<file path="src/rtl/div_pipe8_pkg.sv">
// Shared constants, stage record layout and busy-tag helper for the
// 8-stage RV32M divider.
package div_pipe8_pkg;

  localparam int DIV_XLEN       = 32;
  localparam int DIV_BPS        = 4;
  localparam int DIV_STAGES     = 8;
  localparam int RD_W           = 5;
  localparam int BUSY_W         = 7;
  localparam int BUSY_VALID_BIT = 6;
  localparam int BUSY_REM_BIT   = 5;
  localparam int BUSY_RD_MSB    = 4;
  localparam int BUSY_RD_LSB    = 0;

  // One pipeline slot: control/metadata plus the partial magnitude state.
  // dvd holds the dividend bits not yet shifted into rem, MSB-aligned.
  typedef struct packed {
    logic                valid;
    logic                get_rem;
    logic                neg_q;
    logic                neg_r;
    logic                div0;
    logic [RD_W-1:0]     rd;
    logic [DIV_XLEN-1:0] rem;
    logic [DIV_XLEN-1:0] quo;
    logic [DIV_XLEN-1:0] divisor;
    logic [DIV_XLEN-1:0] dvd;
  } div_stage_t;

  // Busy tag seen by decode: {valid, get_rem, rd}, all-zero for a bubble.
  function automatic logic [BUSY_W-1:0] busy_tag(input div_stage_t s);
    logic [BUSY_W-1:0] t;
    t = '0;
    if (s.valid) begin
      t[BUSY_VALID_BIT]            = 1'b1;
      t[BUSY_REM_BIT]              = s.get_rem;
      t[BUSY_RD_MSB:BUSY_RD_LSB]   = s.rd;
    end
    return t;
  endfunction

endpackage

</file>
<file path="src/rtl/div_pipe8_if.sv">
// Issue / busy-tag / writeback bundle between decode-execute and the divider.
interface div_pipe8_if
  import div_pipe8_pkg::*;
#(
  parameter int XLEN = 32
);

  logic              issue_valid;
  logic              issue_signed;
  logic              issue_get_rem;
  logic [RD_W-1:0]   issue_rd;
  logic [XLEN-1:0]   issue_dividend;
  logic [XLEN-1:0]   issue_divisor;

  logic [BUSY_W-1:0] div_busy_0;
  logic [BUSY_W-1:0] div_busy_1;
  logic [BUSY_W-1:0] div_busy_2;
  logic [BUSY_W-1:0] div_busy_3;
  logic [BUSY_W-1:0] div_busy_4;
  logic [BUSY_W-1:0] div_busy_5;
  logic [BUSY_W-1:0] div_busy_6;
  logic [BUSY_W-1:0] div_busy_7;

  logic              wb_valid;
  logic [RD_W-1:0]   wb_rd;
  logic [XLEN-1:0]   wb_data;

  // Decode side: issues ops, watches tags and writeback.
  modport master (
    output issue_valid, issue_signed, issue_get_rem, issue_rd,
           issue_dividend, issue_divisor,
    input  div_busy_0, div_busy_1, div_busy_2, div_busy_3,
           div_busy_4, div_busy_5, div_busy_6, div_busy_7,
           wb_valid, wb_rd, wb_data
  );

  // Divider side.
  modport slave (
    input  issue_valid, issue_signed, issue_get_rem, issue_rd,
           issue_dividend, issue_divisor,
    output div_busy_0, div_busy_1, div_busy_2, div_busy_3,
           div_busy_4, div_busy_5, div_busy_6, div_busy_7,
           wb_valid, wb_rd, wb_data
  );

endinterface

</file>
<file path="src/rtl/div_pipe8_div_stage_step.sv">
// Combinational unrolled restoring-division step: resolves BITS_PER_STAGE
// quotient bits from the magnitude operands.
module div_stage_step
  import div_pipe8_pkg::*;
#(
  parameter int XLEN           = DIV_XLEN,
  parameter int BITS_PER_STAGE = DIV_BPS
) (
  input  logic [XLEN-1:0] i_rem,
  input  logic [XLEN-1:0] i_quo,
  input  logic [XLEN-1:0] i_dvd,
  input  logic [XLEN-1:0] i_divisor,
  output logic [XLEN-1:0] o_rem,
  output logic [XLEN-1:0] o_quo,
  output logic [XLEN-1:0] o_dvd
);

  logic [XLEN-1:0] w_rem;
  logic [XLEN-1:0] w_quo;
  logic [XLEN-1:0] w_dvd;
  logic [XLEN-1:0] w_low;
  logic [XLEN-1:0] w_sub;
  logic            w_top;
  logic            w_borrow;
  logic            w_ge;

  // Shift in the next dividend bit, trial-subtract, keep the difference on no borrow.
  // The shifted-out rem MSB (w_top) makes the trial value XLEN+1 bits wide.
  always_comb begin
    w_rem    = i_rem;
    w_quo    = i_quo;
    w_dvd    = i_dvd;
    w_low    = '0;
    w_sub    = '0;
    w_top    = 1'b0;
    w_borrow = 1'b0;
    w_ge     = 1'b0;
    for (int i = 0; i < BITS_PER_STAGE; i++) begin
      w_top             = w_rem[XLEN-1];
      w_low             = {w_rem[XLEN-2:0], w_dvd[XLEN-1]};
      w_dvd             = {w_dvd[XLEN-2:0], 1'b0};
      {w_borrow, w_sub} = {1'b0, w_low} - {1'b0, i_divisor};
      w_ge              = w_top | ~w_borrow;
      w_rem             = w_ge ? w_sub : w_low;
      w_quo             = {w_quo[XLEN-2:0], w_ge};
    end
  end

  assign o_rem = w_rem;
  assign o_quo = w_quo;
  assign o_dvd = w_dvd;

endmodule

</file>
<file path="src/rtl/div_pipe8.sv">
// Fully pipelined 8-stage RV32M divider (DIV/DIVU/REM/REMU). One op per
// cycle in, each result out exactly 8 cycles later; every stage exports a
// busy tag for decode's RAW and writeback-collision stalls.
module div_pipe8
  import div_pipe8_pkg::*;
#(
  parameter int XLEN           = 32,
  parameter int BITS_PER_STAGE = 4
) (
  input logic         clk,
  input logic         rst,
  div_pipe8_if.slave  div_bus
);

  logic            w_neg_a;
  logic            w_neg_b;
  logic [XLEN-1:0] w_abs_a;
  logic [XLEN-1:0] w_abs_b;

  logic [XLEN-1:0] w_srem [DIV_STAGES];
  logic [XLEN-1:0] w_squo [DIV_STAGES];
  logic [XLEN-1:0] w_sdvd [DIV_STAGES];

  div_stage_t      w_nxt  [DIV_STAGES];
  div_stage_t      r_stg  [DIV_STAGES];

  logic [XLEN-1:0] w_quo_res;
  logic [XLEN-1:0] w_rem_res;

  // Two's-complement sign correction of a magnitude result.
  function automatic logic [XLEN-1:0] f_sign_fix(input logic neg,
                                                 input logic [XLEN-1:0] mag);
    return neg ? (~mag + 1'b1) : mag;
  endfunction

  assign w_neg_a = div_bus.issue_signed & div_bus.issue_dividend[XLEN-1];
  assign w_neg_b = div_bus.issue_signed & div_bus.issue_divisor[XLEN-1];
  assign w_abs_a = f_sign_fix(w_neg_a, div_bus.issue_dividend);
  assign w_abs_b = f_sign_fix(w_neg_b, div_bus.issue_divisor);

  genvar k;
  generate
    for (k = 0; k < DIV_STAGES; k++) begin : g_stage
      if (k == 0) begin : g_issue
        div_stage_step #(
          .XLEN           (XLEN),
          .BITS_PER_STAGE (BITS_PER_STAGE)
        ) u_step (
          .i_rem     ('0),
          .i_quo     ('0),
          .i_dvd     (w_abs_a),
          .i_divisor (w_abs_b),
          .o_rem     (w_srem[k]),
          .o_quo     (w_squo[k]),
          .o_dvd     (w_sdvd[k])
        );

        assign w_nxt[k] = '{
          valid:   div_bus.issue_valid,
          get_rem: div_bus.issue_get_rem,
          neg_q:   div_bus.issue_signed
                   & (div_bus.issue_dividend[XLEN-1] ^ div_bus.issue_divisor[XLEN-1])
                   & (div_bus.issue_divisor != '0),
          neg_r:   w_neg_a,
          div0:    (div_bus.issue_divisor == '0),
          rd:      div_bus.issue_rd,
          rem:     w_srem[k],
          quo:     w_squo[k],
          divisor: w_abs_b,
          dvd:     w_sdvd[k]
        };
      end else begin : g_mid
        div_stage_step #(
          .XLEN           (XLEN),
          .BITS_PER_STAGE (BITS_PER_STAGE)
        ) u_step (
          .i_rem     (r_stg[k-1].rem),
          .i_quo     (r_stg[k-1].quo),
          .i_dvd     (r_stg[k-1].dvd),
          .i_divisor (r_stg[k-1].divisor),
          .o_rem     (w_srem[k]),
          .o_quo     (w_squo[k]),
          .o_dvd     (w_sdvd[k])
        );

        assign w_nxt[k] = '{
          valid:   r_stg[k-1].valid,
          get_rem: r_stg[k-1].get_rem,
          neg_q:   r_stg[k-1].neg_q,
          neg_r:   r_stg[k-1].neg_r,
          div0:    r_stg[k-1].div0,
          rd:      r_stg[k-1].rd,
          rem:     w_srem[k],
          quo:     w_squo[k],
          divisor: r_stg[k-1].divisor,
          dvd:     w_sdvd[k]
        };
      end
    end
  endgenerate

  // Stage boundaries _p0.._p7: every slot advances each cycle, bubbles included;
  // reset only clears the valid bits, the datapath is don't-care when invalid.
  always_ff @(posedge clk) begin
    for (int s = 0; s < DIV_STAGES; s++) begin
      r_stg[s] <= w_nxt[s];
      if (rst) begin
        r_stg[s].valid <= 1'b0;
      end
    end
  end

  assign div_bus.div_busy_0 = busy_tag(r_stg[0]);
  assign div_bus.div_busy_1 = busy_tag(r_stg[1]);
  assign div_bus.div_busy_2 = busy_tag(r_stg[2]);
  assign div_bus.div_busy_3 = busy_tag(r_stg[3]);
  assign div_bus.div_busy_4 = busy_tag(r_stg[4]);
  assign div_bus.div_busy_5 = busy_tag(r_stg[5]);
  assign div_bus.div_busy_6 = busy_tag(r_stg[6]);
  assign div_bus.div_busy_7 = busy_tag(r_stg[7]);

  // Writeback result from the last stage: divide-by-zero forces all-ones quotient,
  // overflow and zero-remainder cases fall out of the magnitude datapath.
  always_comb begin
    w_quo_res = r_stg[DIV_STAGES-1].div0 ? '1
              : f_sign_fix(r_stg[DIV_STAGES-1].neg_q, r_stg[DIV_STAGES-1].quo);
    w_rem_res = f_sign_fix(r_stg[DIV_STAGES-1].neg_r, r_stg[DIV_STAGES-1].rem);
  end

  assign div_bus.wb_valid = r_stg[DIV_STAGES-1].valid;
  assign div_bus.wb_rd    = r_stg[DIV_STAGES-1].valid ? r_stg[DIV_STAGES-1].rd : '0;
  assign div_bus.wb_data  = !r_stg[DIV_STAGES-1].valid ? '0
                          : (r_stg[DIV_STAGES-1].get_rem ? w_rem_res : w_quo_res);

endmodule

</file>
<file path="src/flat_wrapper.sv">
// flat-port wrapper written by rule: the top's interface ports become plain ports
module div_pipe8_flat import div_pipe8_pkg::*;
#(
  parameter int XLEN           = 32,
  parameter int BITS_PER_STAGE = 4
)
  (clk, rst, div_bus_issue_valid, div_bus_issue_signed, div_bus_issue_get_rem, div_bus_issue_rd, div_bus_issue_dividend, div_bus_issue_divisor, div_bus_div_busy_0, div_bus_div_busy_1, div_bus_div_busy_2, div_bus_div_busy_3, div_bus_div_busy_4, div_bus_div_busy_5, div_bus_div_busy_6, div_bus_div_busy_7, div_bus_wb_valid, div_bus_wb_rd, div_bus_wb_data);
  div_pipe8_if #(.XLEN(XLEN)) div_bus_i ();
  input logic clk;
  input logic rst;
  input wire logic [$bits(div_bus_i.issue_valid)-1:0] div_bus_issue_valid;
  input wire logic [$bits(div_bus_i.issue_signed)-1:0] div_bus_issue_signed;
  input wire logic [$bits(div_bus_i.issue_get_rem)-1:0] div_bus_issue_get_rem;
  input wire logic [$bits(div_bus_i.issue_rd)-1:0] div_bus_issue_rd;
  input wire logic [$bits(div_bus_i.issue_dividend)-1:0] div_bus_issue_dividend;
  input wire logic [$bits(div_bus_i.issue_divisor)-1:0] div_bus_issue_divisor;
  output wire logic [$bits(div_bus_i.div_busy_0)-1:0] div_bus_div_busy_0;
  output wire logic [$bits(div_bus_i.div_busy_1)-1:0] div_bus_div_busy_1;
  output wire logic [$bits(div_bus_i.div_busy_2)-1:0] div_bus_div_busy_2;
  output wire logic [$bits(div_bus_i.div_busy_3)-1:0] div_bus_div_busy_3;
  output wire logic [$bits(div_bus_i.div_busy_4)-1:0] div_bus_div_busy_4;
  output wire logic [$bits(div_bus_i.div_busy_5)-1:0] div_bus_div_busy_5;
  output wire logic [$bits(div_bus_i.div_busy_6)-1:0] div_bus_div_busy_6;
  output wire logic [$bits(div_bus_i.div_busy_7)-1:0] div_bus_div_busy_7;
  output wire logic [$bits(div_bus_i.wb_valid)-1:0] div_bus_wb_valid;
  output wire logic [$bits(div_bus_i.wb_rd)-1:0] div_bus_wb_rd;
  output wire logic [$bits(div_bus_i.wb_data)-1:0] div_bus_wb_data;
  assign div_bus_i.issue_valid = div_bus_issue_valid;
  assign div_bus_i.issue_signed = div_bus_issue_signed;
  assign div_bus_i.issue_get_rem = div_bus_issue_get_rem;
  assign div_bus_i.issue_rd = div_bus_issue_rd;
  assign div_bus_i.issue_dividend = div_bus_issue_dividend;
  assign div_bus_i.issue_divisor = div_bus_issue_divisor;
  assign div_bus_div_busy_0 = div_bus_i.div_busy_0;
  assign div_bus_div_busy_1 = div_bus_i.div_busy_1;
  assign div_bus_div_busy_2 = div_bus_i.div_busy_2;
  assign div_bus_div_busy_3 = div_bus_i.div_busy_3;
  assign div_bus_div_busy_4 = div_bus_i.div_busy_4;
  assign div_bus_div_busy_5 = div_bus_i.div_busy_5;
  assign div_bus_div_busy_6 = div_bus_i.div_busy_6;
  assign div_bus_div_busy_7 = div_bus_i.div_busy_7;
  assign div_bus_wb_valid = div_bus_i.wb_valid;
  assign div_bus_wb_rd = div_bus_i.wb_rd;
  assign div_bus_wb_data = div_bus_i.wb_data;
  div_pipe8 #(.XLEN(XLEN), .BITS_PER_STAGE(BITS_PER_STAGE)) u_core (.clk(clk), .rst(rst), .div_bus(div_bus_i));
endmodule
</file>
<file path="config.mk">
export PLATFORM = sky130hd
export DESIGN_NAME = div_pipe8_flat
export DESIGN_NICKNAME = d
export VERILOG_FILES = /design/src/rtl/div_pipe8_pkg.sv /design/src/rtl/div_pipe8_if.sv /design/src/rtl/div_pipe8_div_stage_step.sv /design/src/rtl/div_pipe8.sv /design/src/flat_wrapper.sv
export SDC_FILE = /design/constraint.sdc
export NUM_CORES = 2
export LEC_CHECK = 0
export CAP_MARGIN = 0
export CORE_MARGIN = 5
export CORE_UTILIZATION = 55
export DETAILED_ROUTE_END_ITERATION = 10
export MAX_ROUTING_LAYER = met4
export PLACE_DENSITY_LB_ADDON = 0.1
export RECOVER_POWER = 100
export SETUP_SLACK_MARGIN = 0.2
export SLEW_MARGIN = 5
export SYNTH_ARGS = -nofsm -noshare
export SYNTH_HDL_FRONTEND = slang
export SYNTH_SLANG_ARGS = --single-unit
</file>
<file path="constraint.sdc">
create_clock -name clk -period 15.15 [get_ports clk]
set_input_delay 3.03 -clock clk [delete_from_list [all_inputs] [get_ports clk]]
set_output_delay 3.03 -clock clk [all_outputs]
set_load 0.03 [all_outputs]
</file>
* Word level (Yosys, flattened, before mapping) *
Memory sizes are Yosys's and may differ from the RTL's.
Cells that the tools add are included.

storage, ports and cells
  bits in registers = 0
  word-level logic and storage cells = 177
  memories = 1
  bits of input ports = 74
  RAM bits = 1072
  output and inout port bits = 94

operators by class
  muxes and demuxes = 58
  bitwise operators = 80
  $add $sub $neg = 36
  reduce and logical (&&, ||, !) cells = 2

memory list
  name          depth  bits a word  read ports  clocked after memory_dff  wr ports  RTL line         RTL
  u_core.r_stg  8      134          8           0                         8         div_pipe8.sv:25  div_stage_t r_stg [DIV_STAGES];

operators with widths
  cell                                                              count
  32-bit two-way mux                                                39
  32-bit by 32-bit subtractor with 33-bit output                    31
  32-bit by 1-bit adder with 32-bit output (second input constant)  4
  32-bit inverter                                                   4
  7-bit two-way mux                                                 8
  1-bit by 32-bit subtractor with 33-bit output                     1
  32-bit logical NOT                                                1
  1-bit inverter                                                    32
  32-bit nonzero test                                               1
  1-bit OR                                                          31
  1-bit two-way mux                                                 10
  1-bit OR (first input constant)                                   8
  5-bit two-way mux                                                 1
  1-bit AND                                                         4
  1-bit XOR                                                         1

* Logic depth before layout (Yosys ltp) *
  word-level depth = 17
  mapped depth = 66
  gate-level depth less buffers = 61

* Hierarchy *
Synthesis repeated with hierarchy kept, for this count alone.

second synthesis, totals
  cells, all modules = 11733
  area total of the unflattened synthesis = 96024.6 sq um

modules (own cells, without submodules)
  module                                                times used  area an instance (sq um)  cells each
  div_stage_step at u_core.g_stage[3].g_mid.u_step ...  5           9113.7                    1302
  div_pipe8                                             1           24481.0                   1580
  div_stage_step at u_core.g_stage[1].g_mid.u_step ...  2           8568.2                    1180
  div_stage_step at u_core.g_stage[0].g_issue.u_step    1           8838.5                    1283

* Least setup slack after synthesis *
OpenSTA, ideal clock, no wires.

  path type = in2reg
  start point = in div_bus_issue_dividend[15]
  end point = mem u_core.r_stg[0][100] in the netlist's numbering
  arrival = 15.264 ns
  buffers on the path = 7
  data required time = 15.029 ns
  path slack = -0.235 ns
  cell stages on the path = 62
  cells stage by stage = nor3_1 -> nand2_1 -> or3_1 -> nor3_1 -> nand3_1 -> o21ai_0 -> nand2_1 -> ha_1 -> inv_1 -> clkbuf_1 -> ha_1 -> o311ai_0 -> nor4_1 -> nand4_1 -> nor4_1 -> and4_1 -> buf_4 -> clkbuf_1 -> [... 26 more ...] -> mux2_1 -> ha_1 -> a21o_1 -> a21oi_1 -> o211ai_1 -> a31o_2 -> nand3_1 -> o21ai_0 -> a41oi_1 -> o21ai_0 -> and4_1 -> o31ai_1 -> a21boi_0 -> o21ai_0 -> o211a_1 -> buf_6 -> buf_6 -> mux2_4

RTL lines
  element      RTL line            RTL
  from (decl)  flat_wrapper.sv:15  input wire logic [$bits(div_bus_i.issue_dividend)-1:0] div_bus_issue_dividend;
  to (decl)    div_pipe8.sv:25

==> results.tsv <==
metric	value	unit
status	finished, violations left	
failing checks	max-capacitance violations, max-slew violations	
CP required	15700	ps
io pins	168	
Largest regs	u_core.r_stg x816	
GRT Total Usage	30.72	%
largest net degree at the start of global routing	50	
Core Util, Final	63.25	%
Mean Syn Cell Area	8.115	um2
max reg flops	816	
DR vias/cell	5.916	
most frequent CP cell	o21ai_2	
Die ar.	0.1504	mm2
row count	138	
post-route ant nets	0	
Yosys top cell by area	dfxtp_1	
CORE AREA	0.1418	mm2
WP data arrival	14900	ps
htree depth	3	
Setup crit start kind	input port	
Final nets	11420	
Unique masters post-synth	116	
initial antenna violation count	18	
Area Overhead vs Synth	14.20	%
Top reg by flops	u_core.r_stg	
Post-synth EDFFs	0	
async set or reset register ratio after synthesis	0	%
initial drt markers	5204	
Root Driver	clkbuf_16	
fillcell total	12830	
final wirelength	237.5	mm
Achievable Freq	69.71	MHz
CP Class	in2reg	
post-detailed-route DRC marker count	0	
DR vias	72660	
max-slew violations	68	
RSZ-0062 raised after global routing	true	
HPWL Detailed	194.9	mm
worst slew pin tran	2110	ps
GP Congestion	0.9868	
Die W	387.8	um
clk_lat worst skew	730	ps
worst clock skew	71.22	ps
IO buf count	167	
first-pass iteration count of the detailed router	8	
global-route wire length before repair	368.2	mm
Yosys reg bits	816	
slowest stage delay, CP	420	ps
Avg WL per Cell	19.34	um
critical path peak fanout	7	
Period minus WS final	14350	ps
ratio of cells with drive above 1 in the final layout	12.03	%
Initial Utilization	55.38	%
crit end category	flip-flop	
fin crit share	94.69	%
Synth area leaders	dfxtp_1 (21%), ha_1 (16%), xnor2_1 (6.4%)	
final setup fails	0	
slowest CP cell	clkdlybuf4s50_1	
clk sink count	816	
Reg area	0.01634	mm2
number of global-route vias before repair	69030	
synthesized instance count	9675	
dominant synthesized flop cell	dfxtp_1	
Syn. warnings	0	
sequential-to-total area share from yosys stat	20.81	%
Fin. Hold Viols	0	
multi-input logic area	0.05933	mm2
Synth top area share	20.81	%
maxcap violations	2	
worst relative slew slack	-41.19	%
clock slew at reported path FFs	80	ps
area of the mapped netlist	0.07851	mm2
CTS buffer count	90	
Worst Hold Class	reg2reg	
hold_ws	309.0	ps
CTS tree	yes	
# hold bufs at CTS	0	
gr ovfl total	0	
Die Ht	387.8	um
clk buf depth	3	
==> critical path, delay by kind of cell <==
kind	cells	cell delay, ps
AND/OR/NAND/NOR	14	2740
multiplexers	3	1020
AO/OA/AOI/OAI	33	5820
buffers and inverters	6	1090
adder cells (fa/ha/maj)	5	1170
==> logic make-up after synthesis <==
logic type	count (synthesis)	share of synthesized area [%]
muxes	523	7.535
DFF	816	20.81
AOI/OAI and AO/OA	3130	25.42
xor gates and xnor gates	937	10.46
buffers and inverters	831	4.211
adders and majority gates	1029	16.70
and+or+nand+nor	2408	14.87
other	1	0.004777
==> Yosys cell counts, drive strengths merged, types with 20 or more instances <==
master / count
nor3: 128
and4: 28
nand4: 65
a21boi: 69
and3: 88
o21bai: 125
a21o: 456
o41ai: 22
a21oi: 992
clkbuf: 129
or3: 56
nand2: 662
inv: 600
or2: 38
nor4: 37
o31ai: 89
a211oi: 73
nand2b: 166
a211o: 22
and2: 98
xor2: 361
nor2: 653
a31o: 31
o211ai: 48
mux2: 460
a221o: 29
a22oi: 27
nand3: 156
nor2b: 153
a31oi: 79
dfxtp: 816
xnor2: 576
o31a: 20
o21ai: 655
a221oi: 45
fa: 31
o21a: 149
ha: 998
buf: 101
o221ai: 22
a41oi: 20
mux2i: 63
==> layer usage <==
metal  global-route usage, %  share of wire [%]  vias to the layer above
met5                       -                  0                        -
met4                   9.773                3.4                        0
met3                   3.774                5.6                      376
met2                   50.92                 47                     1807
met1                   39.09                 44                    34110
li1                        -                  -                    36370
==> layout make-up <==
| class | count | share of cell area [%] |
|---|---|---|
| antenna | 3 | 0.008373 |
| clock buffer | 115 | 2.728 |
| clock inverter | 51 | 0.7019 |
| inverter | 601 | 2.519 |
| multi-input combinational | 8044 | 66.17 |
| sequential | 816 | 18.22 |
| tap | 1890 | 2.638 |
| timing repair buffer | 762 | 7.014 |
==> final timing paths <==
check,start,endpoint,slack (ps),cells past startpoint
max,div_bus_issue_dividend[14],u_core.r_stg[0][94],800,61
min,u_core.r_stg[0][201],u_core.r_stg[0][339],310,0
max reg2reg,u_core.r_stg[0][298],u_core.r_stg[0][504],850,54
min reg2reg,u_core.r_stg[0][201],u_core.r_stg[0][339],310,0
==> placed cells by master, fill, tap and decap left out, types with 43 or more instances in the layout <==
master and instances:
nor2_1 649, clkbuf_1 48, mux2i_1 60, o21ai_0 582, and3_1 88, a31oi_1 75
clkbuf_16 92, a21oi_1 983, a221oi_1 43, buf_4 535, o21bai_1 125, xnor2_1 576
a211oi_1 66, o21ai_1 64, ha_1 997, nand2_1 662, nand2b_1 166, nor3_1 126
xor2_1 360, inv_1 583, nor2b_1 153, dfxtp_1 815, mux2_2 327, o211ai_1 48
and2_1 94, clkdlybuf4s50_1 65, nand3_1 154, nand4_1 65, mux2_1 104, o21a_1 149
or3_1 55, a21o_1 455, dlygate4sd3_1 102, o31ai_1 83, a21boi_0 53
==> repair_timing <==
item,in CTS,in global routing
endpoints found under the setup margin,33,201
gates resized for setup,19,62
pin swaps,12,37
buffers inserted,3,18
gates cloned,2,4
==> per-stage QoR <==
| step | cell area [um2] | setup TNS [ps] | setup WS (ps) | instances |
|---|---|---|---|---|
| 6_report | 89660 | 0 | 804.5 | 12280 |
| 3_5_place_dp | 86150 | -38070 | -1209 | 12090 |
| 2_1_floorplan | 78580 | 0 | 230.3 | 9689 |
| 3_3_place_gp | 86150 | -29540 | -952.9 | 12090 |
| 5_1_grt | 89660 | 0 | 69.87 | 12280 |
| 4_1_cts | 89360 | 0 | 218.9 | 12260 |
Power is not shown: default switching activity piles up to over one toggle a cycle in this logic, so the estimate is an artifact.
